--- src/rtl/stopwatch_pkg.sv ---
// Shared constants for the stopwatch timebase and BCD time counter.
package stopwatch_pkg;

   localparam int BCD_W = 4;

   // Largest legal value of each digit position.
   localparam logic [BCD_W-1:0] DIGIT_MAX    = 4'd9;
   localparam logic [BCD_W-1:0] CS_MAX       = 4'd9;
   localparam logic [BCD_W-1:0] SEC_TENS_MAX = 4'd5;
   localparam logic [BCD_W-1:0] MIN_TENS_MAX = 4'd5;

   // Default timebase: DE10-Lite 50 MHz clock, centisecond resolution.
   localparam int DEF_CLK_HZ  = 50_000_000;
   localparam int DEF_TICK_HZ = 100;

endpackage

--- src/rtl/bcd_digit_counter.sv ---
// One BCD digit of the time cascade: counts 0..MAX, wraps to 0 and emits a
// combinational carry so the whole chain settles in a single cycle.
module bcd_digit_counter
   import stopwatch_pkg::*;
#(
   parameter logic [BCD_W-1:0] MAX = DIGIT_MAX
) (
   input  logic             clk,
   input  logic             rst_n,
   input  logic             clr,
   input  logic             inc,
   output logic [BCD_W-1:0] q,
   output logic             carry
);

   // Anything at or above MAX wraps, so a corrupted digit self-heals to 0.
   assign carry = inc && (q >= MAX);

   // Digit register: clear beats increment; otherwise hold.
   always_ff @(posedge clk or negedge rst_n) begin
      if (!rst_n)
         q <= '0;
      else if (clr)
         q <= '0;
      else if (inc)
         q <= carry ? '0 : q + BCD_W'(1);
   end

endmodule

--- src/rtl/stopwatch_timer.sv ---
// Centisecond prescaler plus a six-digit MM:SS.cc BCD counter feeding the
// seven-segment display stage.
module stopwatch_timer
   import stopwatch_pkg::*;
#(
   parameter int CLK_HZ  = DEF_CLK_HZ,
   parameter int TICK_HZ = DEF_TICK_HZ
) (
   input  logic             clk,
   input  logic             rst_n,
   input  logic             counting,
   input  logic             reset_timer,
   output logic [BCD_W-1:0] cs_ones,
   output logic [BCD_W-1:0] cs_tens,
   output logic [BCD_W-1:0] sec_ones,
   output logic [BCD_W-1:0] sec_tens,
   output logic [BCD_W-1:0] min_ones,
   output logic [BCD_W-1:0] min_tens,
   output logic             tick,
   output logic             rollover
);

   localparam int DIV   = CLK_HZ / TICK_HZ;
   localparam int PRE_W = $clog2(DIV);
   localparam logic [PRE_W-1:0] PRE_LAST = PRE_W'(DIV - 1);

   logic [PRE_W-1:0] prescaler;
   logic             advance;
   logic [5:0]       carry;

   // reset_timer gates advance, so it outranks counting everywhere downstream.
   assign advance = counting && !reset_timer && (prescaler == PRE_LAST);

   // Prescaler: clear, count while enabled, hold while paused so a partial
   // tick survives a pause.
   always_ff @(posedge clk or negedge rst_n) begin
      if (!rst_n)
         prescaler <= '0;
      else if (reset_timer)
         prescaler <= '0;
      else if (counting)
         prescaler <= (prescaler == PRE_LAST) ? '0 : prescaler + PRE_W'(1);
   end

   bcd_digit_counter #(.MAX(CS_MAX)) u_cs_ones (
      .clk(clk), .rst_n(rst_n), .clr(reset_timer), .inc(advance),
      .q(cs_ones), .carry(carry[0])
   );

   bcd_digit_counter #(.MAX(DIGIT_MAX)) u_cs_tens (
      .clk(clk), .rst_n(rst_n), .clr(reset_timer), .inc(carry[0]),
      .q(cs_tens), .carry(carry[1])
   );

   bcd_digit_counter #(.MAX(DIGIT_MAX)) u_sec_ones (
      .clk(clk), .rst_n(rst_n), .clr(reset_timer), .inc(carry[1]),
      .q(sec_ones), .carry(carry[2])
   );

   bcd_digit_counter #(.MAX(SEC_TENS_MAX)) u_sec_tens (
      .clk(clk), .rst_n(rst_n), .clr(reset_timer), .inc(carry[2]),
      .q(sec_tens), .carry(carry[3])
   );

   bcd_digit_counter #(.MAX(DIGIT_MAX)) u_min_ones (
      .clk(clk), .rst_n(rst_n), .clr(reset_timer), .inc(carry[3]),
      .q(min_ones), .carry(carry[4])
   );

   bcd_digit_counter #(.MAX(MIN_TENS_MAX)) u_min_tens (
      .clk(clk), .rst_n(rst_n), .clr(reset_timer), .inc(carry[4]),
      .q(min_tens), .carry(carry[5])
   );

   // Status pulses registered alongside the digits so they line up with the
   // updated time; the top-digit carry is the 59:59.99 wrap.
   always_ff @(posedge clk or negedge rst_n) begin
      if (!rst_n) begin
         tick     <= 1'b0;
         rollover <= 1'b0;
      end else begin
         tick     <= advance;
         rollover <= carry[5];
      end
   end

endmodule
--- config.mk ---
export PLATFORM = sky130hd
export DESIGN_NAME = stopwatch_timer
export DESIGN_NICKNAME = d
export VERILOG_FILES = /design/src/rtl/stopwatch_pkg.sv /design/src/rtl/bcd_digit_counter.sv /design/src/rtl/stopwatch_timer.sv
export SDC_FILE = /design/constraint.sdc
export NUM_CORES = 1
export LEC_CHECK = 0
export BUFFER_PORTS_ARGS = -buffer_cell sky130_fd_sc_hd__buf_2
export CAP_MARGIN = 40
export CORE_MARGIN = 2
export CORE_UTILIZATION = 59
export CTS_BUF_LIST = sky130_fd_sc_hd__clkbuf_8 sky130_fd_sc_hd__clkbuf_16
export DETAILED_ROUTE_END_ITERATION = 10
export PLACE_DENSITY = 0.88
export SKIP_LAST_GASP = 1
export SLEW_MARGIN = 15
export SYNTH_ARGS = -nofsm -noshare
export SYNTH_HDL_FRONTEND = slang
export SYNTH_SLANG_ARGS = --single-unit
--- constraint.sdc ---
create_clock -name clk -period 2.85 [get_ports clk]
set_input_delay 0.285 -clock clk [delete_from_list [all_inputs] [get_ports clk]]
set_output_delay 0.285 -clock clk [all_outputs]
set_load 0.005 [all_outputs]
==> results.py <==
metrics = {
    "sta": {
        "finClkSkew_ns": 0.00578,
        "relSlewSlack": 0.493,
        "finalCriticalPeriod_ns": 2.34,
        "fin_tns_setup_ns": 0,
        "finalMaxSlewViolations": 0,
        "report.final.setup_viol": 0,
        "fin_crit_sh": 0.820,
        "worst_pin_slew_ns": 0.758,
        "clock.fmax_mhz": 428,
        "rsz0062_at_grt": "false",
        "hold_violations": 0,
    },
    "synthesis": {
        "synth-seq-cells": 45,
        "yosysMostFrequentCell": "dfrtp_1",
        "netlist.area_leader.share": 0.411,
        "synth-seq-area-share": 0.411,
        "netlist_top_cells_area": "dfrtp_1, ha_1, a21oi_1",
        "synth_fp_nets": 323,
        "syn_inst": 300,
        "synthArstFlopShare": 1.00,
        "synth_commonest_cells": "dfrtp_1, a21oi_1, inv_1",
        "synthesis.area_sq_um": 2740,
        "synth_cell_types": 52,
        "synth_edf_count": 0,
        "yosys.area.top_type": "dfrtp_1",
        "synth_warnings": 0,
        "yosys_most_used_dff": "dfrtp_1",
        "synth.avg_cell_area_sq_um": 9.14,
    },
    "grt": {
        "antenna_found_initial": 0,
        "overflow": 0,
        "grt_pass1_vias": 2306,
        "grt_max_degree": 33,
        "grt_usage": 0.252,
        "grt_first_pass_wirelength_um": 10500,
    },
    "clock_tree": {
        "clk_latency_ns": 0.30,
        "cts_setup_buffers": 0,
        "root_buffer": "clkbuf_8",
        "clock-sinks": 45,
        "htreeDepth": 2,
        "cts_tree": "done",
        "cts_buffers": 5,
        "clock_path_buffers": 2,
        "path_clk_slew_ns": 0.09,
    },
    "placed_design": {
        "dp.cells": 377,
        "gp_congestion": 0.888,
        "portBuffers": 29,
        "dpl.hpwl_um": 4420,
    },
    "critical_path": {
        "endpoint_kind": "register",
        "path_max_fanout": 12,
        "criticalPathCategory": "reg2reg",
        "cp_data_required_time_ns": 3.05,
        "arrival_ns": 2.53,
        "start_kind": "register",
    },
    "power_and_ir_drop": {
        "p_per_area_nw_per_um2": 390,
        "p_leak_nw": 1.42,
        "ir_worst_vdd_uv": 369,
        "power.total_mw": 1.20,
    },
    "final_layout": {
        "layout-drive-gt1-share": 0.165,
        "fillers": 349,
        "final_nets": 356,
        "syn2layout_area_growth_pct": 12.4,
        "n_antenna_cell": 0,
        "fin_cells": 386,
    },
    "detailed_routing": {
        "dr.pass1.iters": 4,
        "drc": 0,
        "viasPerCell": 6.25,
        "drtIter0Drc": 193,
        "drtAntennaViolNets": 0,
        "wl_per_cell_um": 15.7,
        "vias": 2413,
        "wl_um": 6060,
    },
    "floorplan": {
        "dieWidth_um": 72.2,
        "dieArea_sq_um": 5210,
        "pin_count": 30,
        "die_h_um": 72.2,
        "floorplan.rows": 24,
        "initial_utilization": 0.621,
        "coreArea_sq_um": 4410,
    },
    "run_status": {
        "outcome": "completed",
    },
    "worst_hold_path": {
        "hold_class": "in2async",
    },
    "job": {
        "maxCapViolCount": 0,
    },
}
[registers in the layout (all words and copies together), names as in the netlist]
signal	flops
rollover	1
u_min_ones.q	4
prescaler	19
u_min_tens.q	4
tick	1
u_sec_ones.q	4
u_sec_tens.q	4
u_cs_tens.q	4
u_cs_ones.q	4
[cell families after synthesis]
family          synth area share
fa+ha+maj                 0.0867
flops                      0.411
buf+inv                   0.0515
simple gates               0.240
xor+xnor                  0.0128
compound gates             0.180
mux                       0.0187
[path summary, 6_finish.rpt]
kind | cells after the start | from | slack [ns] | to
max in group asynchronous | 3 | rst_n | 1.97 | prescaler[9]
setup / recovery | 6 | u_cs_tens.q[0] | 0.51 | u_sec_tens.q[0]
min in group clk | 3 | counting | 0.40 | u_cs_tens.q[3]
hold reg to reg | 1 | prescaler[18] | 0.49 | prescaler[18]
hold / removal | 2 | rst_n | 0.40 | u_sec_ones.q[1]
setup reg to reg | 6 | u_cs_tens.q[0] | 0.51 | u_sec_tens.q[0]
[report_power, final]
group	switching (mW)	internal, mW
Clock	0.220	0.282
Sequential	0.00346	0.640
Combinational	0.0401	0.0169
Total	0.263	0.940
[cell usage in the layout (no fill, tap or decap), types with 5 or more instances in the layout]
master | netlist | routed
dfrtp_1 | 45 | 45
buf_2 | 3 | 29
buf_4 | 0 | 6
and3_1 | 7 | 7
inv_1 | 21 | 22
nand2_1 | 20 | 20
nand3_1 | 13 | 13
nor3_1 | 11 | 11
and2_1 | 5 | 5
ha_1 | 19 | 19
o31ai_1 | 6 | 6
a21oi_1 | 22 | 22
a31oi_1 | 9 | 9
clkbuf_8 | 1 | 6
nor2_1 | 16 | 16
o21ai_0 | 20 | 20
nand4_1 | 11 | 11
[timing repair]
action                                  4_1_cts  5_1_grt
endpoints found under the hold margin        13        0
endpoints found under the setup margin        0        0
hold buffers                                  1        0
resized for setup                             0        0
[metal layers]
metal / vias up / wire, um / track usage
met3: 6 / 405 / 0.0486
met4: 0 / 62 / 0.0734
met5: - / 0 / 0
met2: 88 / 2840 / 0.404
met1: 1155 / 2760 / 0.349
li1: 1164 / - / -
[layout make-up]
cell class              count  area (sq um)  area share
repair buffers             37           220      0.0715
clock buffers               6          82.6      0.0268
inverters                  21          78.8      0.0256
multi-input cells         223          1480       0.479
clock inverters             2          33.8      0.0110
well taps                  52          65.1      0.0211
flip-flops and latches     45          1130       0.365
[metrics by stage]
stage          utilization  hold slack (ns)  area, sq um  setup slack, ns
2_1_floorplan            -          -0.0106         2740            0.809
3_3_place_gp         0.665            0.475         2940            0.633
3_5_place_dp         0.670            0.206         2960            0.558
4_1_cts              0.698            0.394         3080            0.547
5_1_grt              0.698            0.437         3080            0.317
6_report             0.698            0.399         3080            0.514
[critical path: stages (launching register included)]
cell	delay [ns]
dfrtp_1	0.46
ha_1	0.23
or3b_2	0.45
and3_1	0.22
and4_1	0.33
nand2_1	0.19
mux2_2	0.34
Note: power is estimated with default switching activity, not from simulation.
